File: src/rtl/svn_seg_pkg.sv
// Shared definitions for the 7-segment loopback monitor.
// This file holds the segment pattern table, the pattern decoder and the sequence-state type.
package svn_seg_pkg;

    // Normalised (active-high) {dp,g,f,e,d,c,b,a} patterns, indexed by nibble.
    // Digit 0 is only recognised with its decimal point lit.
    localparam logic [15:0][7:0] Seg7Disp = {
        8'h71, 8'h79, 8'h5E, 8'h39, 8'h7C, 8'h77, 8'h6F, 8'h7F,
        8'h07, 8'h7D, 8'h6D, 8'h66, 8'h4F, 8'h5B, 8'h06, 8'hBF
    };

    typedef enum logic {
        UNLOCKED = 1'b0,
        LOCKED   = 1'b1
    } seq_state_e;

    // Returns {hit, nibble}. The whole 8-bit pattern must match a table entry.
    function automatic logic [4:0] seg_decode(input logic [7:0] pattern);
        logic [4:0] result;
        result = 5'b0;
        for (int i = 0; i < 16; i++) begin
            if (pattern == Seg7Disp[i]) begin
                result = {1'b1, 4'(i)};
            end
        end
        return result;
    endfunction

endpackage

File: src/rtl/seg_stable_filter.sv
// Synchronises the display lines, normalises polarity and accepts a pattern once it is stable.
// It produces a one-cycle accept strobe together with the pattern that was held steady.
module seg_stable_filter #(
    parameter logic LED_POLARITY  = 1'b0,
    parameter int   STABLE_CYCLES = 16
) (
    input  logic       clk_i,
    input  logic       rstn_i,
    input  logic [7:0] seg_display_i,
    input  logic [2:0] seg_sel_i,
    output logic       accept_o,
    output logic [7:0] pattern_o
);

    localparam int CNT_W = (STABLE_CYCLES > 2) ? $clog2(STABLE_CYCLES) : 1;
    localparam logic [CNT_W-1:0] CNT_MAX = CNT_W'(STABLE_CYCLES - 1);
    // Raw level that normalises to blank, so leaving reset never looks like a new pattern.
    localparam logic [7:0] SYNC_IDLE = LED_POLARITY ? 8'h00 : 8'hFF;

    logic [7:0]       r_seg_meta;
    logic [7:0]       r_seg_sync;
    logic [2:0]       r_sel_meta;
    logic [2:0]       r_sel_sync;
    logic [7:0]       r_prev_norm;
    logic [7:0]       r_last;
    logic [CNT_W-1:0] r_cnt;

    logic [7:0] w_norm;
    logic       w_hold;

    assign w_norm    = LED_POLARITY ? r_seg_sync : ~r_seg_sync;
    assign w_hold    = (w_norm == r_prev_norm) && (r_sel_sync == 3'b111);
    assign accept_o  = w_hold && (r_cnt == CNT_MAX) && (r_prev_norm != r_last);
    assign pattern_o = r_prev_norm;

    // NOTE: every register here, synchroniser flops included, gets an explicit
    // reset value; sequential state is always written with non-blocking <=.
    always_ff @(posedge clk_i or negedge rstn_i) begin
        if (!rstn_i) begin
            r_seg_meta  <= SYNC_IDLE;
            r_seg_sync  <= SYNC_IDLE;
            r_sel_meta  <= 3'b000;
            r_sel_sync  <= 3'b000;
            r_prev_norm <= 8'h00;
            r_last      <= 8'h00;
            r_cnt       <= '0;
        end else begin
            r_seg_meta  <= seg_display_i;
            r_seg_sync  <= r_seg_meta;
            r_sel_meta  <= seg_sel_i;
            r_sel_sync  <= r_sel_meta;
            r_prev_norm <= w_norm;
            if (!w_hold) begin
                r_cnt <= '0;
            end else if (r_cnt != CNT_MAX) begin
                r_cnt <= r_cnt + 1'b1;
            end
            if (accept_o) begin
                r_last <= r_prev_norm;
            end
        end
    end

endmodule

File: src/rtl/svn_seg_monitor.sv
// Loopback checker for the 3-digit 7-segment display path.
// It decodes stable patterns, checks the +1 count sequence and counts errors.
module svn_seg_monitor
    import svn_seg_pkg::*;
#(
    parameter int   CLK_IN_MHZ    = 125,
    parameter logic LED_POLARITY  = 1'b0,
    parameter int   STABLE_CYCLES = CLK_IN_MHZ / 8 + 1,
    parameter int   ERR_CNT_W     = 8
) (
    input  logic                 clk_i,
    input  logic                 rstn_i,
    input  logic [7:0]           seg_display_i,
    input  logic [2:0]           seg_sel_i,
    output logic [3:0]           digit_o,
    output logic                 dp_o,
    output logic                 digit_valid_o,
    output logic                 invalid_o,
    output logic                 seq_err_o,
    output logic                 locked_o,
    output logic [ERR_CNT_W-1:0] err_count_o
);

    logic       w_accept;
    logic [7:0] w_pattern;
    logic [4:0] w_dec;

    seq_state_e r_state;
    seq_state_e w_state_nxt;
    logic [3:0] r_expected;
    logic [3:0] w_expected_nxt;
    logic [3:0] w_digit_nxt;
    logic       w_dp_nxt;
    logic       w_valid_nxt;
    logic       w_invalid_nxt;
    logic       w_seq_err_nxt;

    seg_stable_filter #(
        .LED_POLARITY  (LED_POLARITY),
        .STABLE_CYCLES (STABLE_CYCLES)
    ) u_filter (
        .clk_i         (clk_i),
        .rstn_i        (rstn_i),
        .seg_display_i (seg_display_i),
        .seg_sel_i     (seg_sel_i),
        .accept_o      (w_accept),
        .pattern_o     (w_pattern)
    );

    assign w_dec    = seg_decode(w_pattern);
    assign locked_o = (r_state == LOCKED);

    // NOTE: all outputs of this block get a default first so no latch is inferred.
    // An accepted blank pattern falls through with the defaults and changes nothing.
    always_comb begin
        w_state_nxt    = r_state;
        w_expected_nxt = r_expected;
        w_digit_nxt    = digit_o;
        w_dp_nxt       = dp_o;
        w_valid_nxt    = 1'b0;
        w_invalid_nxt  = 1'b0;
        w_seq_err_nxt  = 1'b0;
        if (w_accept && (w_pattern != 8'h00)) begin
            if (w_dec[4]) begin
                w_valid_nxt    = 1'b1;
                w_digit_nxt    = w_dec[3:0];
                w_dp_nxt       = w_pattern[7];
                w_expected_nxt = w_dec[3:0] + 4'd1;
                w_state_nxt    = LOCKED;
                w_seq_err_nxt  = (r_state == LOCKED) && (w_dec[3:0] != r_expected);
            end else begin
                w_invalid_nxt = 1'b1;
                w_state_nxt   = UNLOCKED;
            end
        end
    end

    always_ff @(posedge clk_i or negedge rstn_i) begin
        if (!rstn_i) begin
            r_state       <= UNLOCKED;
            r_expected    <= 4'd0;
            digit_o       <= 4'd0;
            dp_o          <= 1'b0;
            digit_valid_o <= 1'b0;
            invalid_o     <= 1'b0;
            seq_err_o     <= 1'b0;
            err_count_o   <= '0;
        end else begin
            r_state       <= w_state_nxt;
            r_expected    <= w_expected_nxt;
            digit_o       <= w_digit_nxt;
            dp_o          <= w_dp_nxt;
            digit_valid_o <= w_valid_nxt;
            invalid_o     <= w_invalid_nxt;
            seq_err_o     <= w_seq_err_nxt;
            if ((w_invalid_nxt || w_seq_err_nxt) && (err_count_o != '1)) begin
                err_count_o <= err_count_o + 1'b1;
            end
        end
    end

endmodule

File: config.mk
export PLATFORM = sky130hd
export DESIGN_NAME = svn_seg_monitor
export DESIGN_NICKNAME = d
export VERILOG_FILES = /design/src/rtl/svn_seg_pkg.sv /design/src/rtl/seg_stable_filter.sv /design/src/rtl/svn_seg_monitor.sv
export SDC_FILE = /design/constraint.sdc
export NUM_CORES = 1
export LEC_CHECK = 0
export ABC_AREA = 1
export CAP_MARGIN = 20
export CORE_ASPECT_RATIO = 0.7
export CORE_UTILIZATION = 60
export DETAILED_ROUTE_END_ITERATION = 16
export GPL_ROUTABILITY_DRIVEN = 0
export GPL_TIMING_DRIVEN = 1
export PLACE_DENSITY_LB_ADDON = 0.3
export SYNTH_ARGS = -nofsm -noshare
export SYNTH_HDL_FRONTEND = slang
export SYNTH_SLANG_ARGS = --single-unit
File: constraint.sdc
create_clock -name clk_i -period 4.6 [get_ports clk_i]
set_input_delay 0.92 -clock clk_i [delete_from_list [all_inputs] [get_ports clk_i]]
set_output_delay 0.92 -clock clk_i [all_outputs]
set_load 0.05 [all_outputs]
==> reports/summary.txt <==
Share of post-route cells with drive strength above 1 - 0.161
MaxCap Viol Count - 0
Worst Tran Pin Value - 765 ps
Register area - 1600 µm²
Fin nets - 378
First-pass GRT wire length - 9.23 mm
Final worst slack - 2050 ps
Worst skew pair latency - 350 ps
Die area - 5120 µm²
Final Max Tran Viols - 0
Register area share after synthesis - 0.551
Synthesized area per cell - 8.87 µm²
Final setup fails - 0
Multi-input logic area - 1150 µm²
Area contributors post-synth - dfrtp_1 41%, dfstp_2 15%, nand2_1 12%
FF+latch count, synth - 63
Max H-tree Level - 3
Setup tns final - 0 ps
Initial drt markers - 228
Worst path buffer plus inverter count - 1
Initial antenna violation count - 0
I/O pin total - 30
Die Y - 60.2 µm
Via density - 5.39
Synthesized net count - 343
CTS Sinks - 63
Total Wirelength - 5.71 mm
Post-synth EDFFs - 0
CP top delay family - buffers and inverters
Gr usage total - 0.249
Vias in the first global route - 2,049
1st-pass router iterations - 6
Worst hold path type - flop to flop
Total number of vias - 2,275
Status - completed
Post-synth top area share - 0.406
Die X - 85.1 µm
Most used DFF post-synth - dfrtp_1
Hold_buf cts - 0
Final Hold Fails - 0
Post-DP HPWL - 3.83 mm
CTS clk-pin slew, worst paths - 70 ps
Maximum vdd ir drop - 0.000358 V
Critical-path cell list - clkdlybuf4s50_1
# Post-CTS Setup Buffers - 0
Relative slew margins - 0.490
Final min period - 2550 ps
Power Density - 340 nW/µm²
Resize count post-CTS - 0
Yosys cell types - 28
CTS Buf Count - 9
Antenna Cells - 0
Core ar. - 4480 µm²
Fin crit share - 0.554
Post-synth ARST share - 1.00
GRT overflow - 0
DRT antenna net count - 0
Largest net degree at the start of global routing - 64
Cell taking the most area after synthesis - dfrtp_1
Clock buffer depth - 2
FMAX - 392 MHz
DR DRC count - 0
I/O Buffers - 29
Crit path launch type - flop
Max stage delay on crit path - 840 ps
Yosys warning count - 0
CP max FO - 5
RSZ-0062 raised after global routing - no
Worst path slowest cell - clkdlybuf4s50_1
CP endpoint kind - output pin
Root Buffer - clkbuf_8
Pre-CTS setup slack - 2310 ps
Pleak - 0.00173 µW
Syn Inst Count - 327
TritonCTS clock tree - done
Mapped Area - 2900 µm²
Crit Path Category - flop to output pin
Area grow syn2layout - 19.3%
Initial Util - 0.647
FP Rows - 20
Clock Skews - 9.18 ps
Arr. time, crit path - 1630 ps
# fillers - 299
CP Data Required Time - 3680 ps
DR WL/cell - 13.5 µm
==> cell type report <==
class                           instances  share of cell area
Timing Repair Buffer                   30              0.0846
Clock buffer                            9              0.0358
Tap cell                               55              0.0199
Clock inverter                          7              0.0300
Inverter                               34              0.0369
Multi-Input combinational cell        224               0.331
Sequential cell                        63               0.461
==> sequential cells by signal (all words and copies together) (netlist names) <==
signal               count
err_count_o              8
u_filter.pattern_o       8
u_filter.r_last          8
u_filter.r_seg_meta      8
u_filter.r_seg_sync      8
digit_o                  4
r_expected               4
u_filter.r_cnt           4
u_filter.r_sel_meta      3
u_filter.r_sel_sync      3
digit_valid_o            1
dp_o                     1
invalid_o                1
locked_o                 1
seq_err_o                1
==> path summary, 6_finish.rpt <==
check / slack [ps] / cells after the start / endpoint / from
setup / recovery: 2050 / 1 / err_count_o[2] / err_count_o[2]$_DFFE_PN0P_
hold / removal: 350 / 0 / u_filter.r_sel_sync[1]$_DFF_PN0_ / u_filter.r_sel_meta[1]$_DFF_PN0_
setup reg to reg: 2230 / 10 / err_count_o[3]$_DFFE_PN0P_ / u_filter.r_cnt[0]$_DFFE_PN0N_
hold reg to reg: 350 / 0 / u_filter.r_sel_sync[1]$_DFF_PN0_ / u_filter.r_sel_meta[1]$_DFF_PN0_
max in group asynchronous: 3370 / 2 / r_expected[2]$_DFFE_PN0P_ / rstn_i
min in group asynchronous: 740 / 2 / u_filter.r_cnt[1]$_DFFE_PN0N_ / rstn_i
==> synth_stat cells (2+ instances only) <==
master / count
nand2_1: 91
dfrtp_1: 47
nor2_1: 36
inv_1: 28
nand3_1: 18
o21ai_0: 17
xor2_1: 17
dfstp_2: 16
nand4_1: 8
nand2_2: 7
inv_2: 6
a21oi_1: 4
buf_2: 4
nor3_1: 4
ha_1: 3
nand3_2: 3
nor2_2: 3
a31oi_1: 2
nand2_4: 2
nand3b_1: 2
nor2_4: 2
==> metrics by stage <==
| stage | power, µW | area (µm²) | util | hold slack, ps | instances |
|---|---|---|---|---|---|
| after floorplan | 618 | 2900 | - | 331 | 327 |
| after global placement | 645 | 3230 | 0.722 | 334 | 406 |
| after detailed placement | 647 | 3230 | 0.722 | 336 | 406 |
| after CTS | 1190 | 3460 | 0.772 | 354 | 422 |
| after global routing | 1220 | 3460 | 0.772 | 355 | 422 |
| final | 1180 | 3460 | 0.772 | 351 | 422 |
==> layer usage <==
metal / part of all wire / wire (µm) / global-route usage / vias to the layer above
met3: 0.091 / 520 / 0.0815 / 10
met1: 0.44 / 2510 / 0.324 / 1030
li1: - / - / - / 1112
met5: 0 / 0 / 0 / -
met4: 0.012 / 68 / 0.107 / 0
met2: 0.46 / 2610 / 0.392 / 123
==> placed cells by master, fill, tap and decap left out, drive strengths merged, types with 3 or more instances in the layout <==
cell type / netlist / layout
nand2: 100 / 100
clkbuf: 2 / 9
a21oi: 4 / 4
nand4: 9 / 9
dfrtp: 47 / 47
ha: 3 / 3
o21ai: 17 / 17
dfstp: 16 / 16
nor2: 41 / 41
inv: 34 / 36
xor2: 17 / 17
clkdlybuf4s50: 0 / 28
nor3: 4 / 4
nand3: 22 / 22
==> report_power, final <==
group	internal (µW)	total, µW	switching (µW)
Clock	311	538	227
Combinational	20.0	54.6	34.6
Sequential	573	584	11.1
==> logic make-up after synthesis <==
family	synth area share
fa+ha+maj	0.0129
xor+xnor	0.0544
compound gates	0.0432
buf+inv	0.0539
flops	0.551
simple gates	0.285
Power figures use the tool's default switching activity.
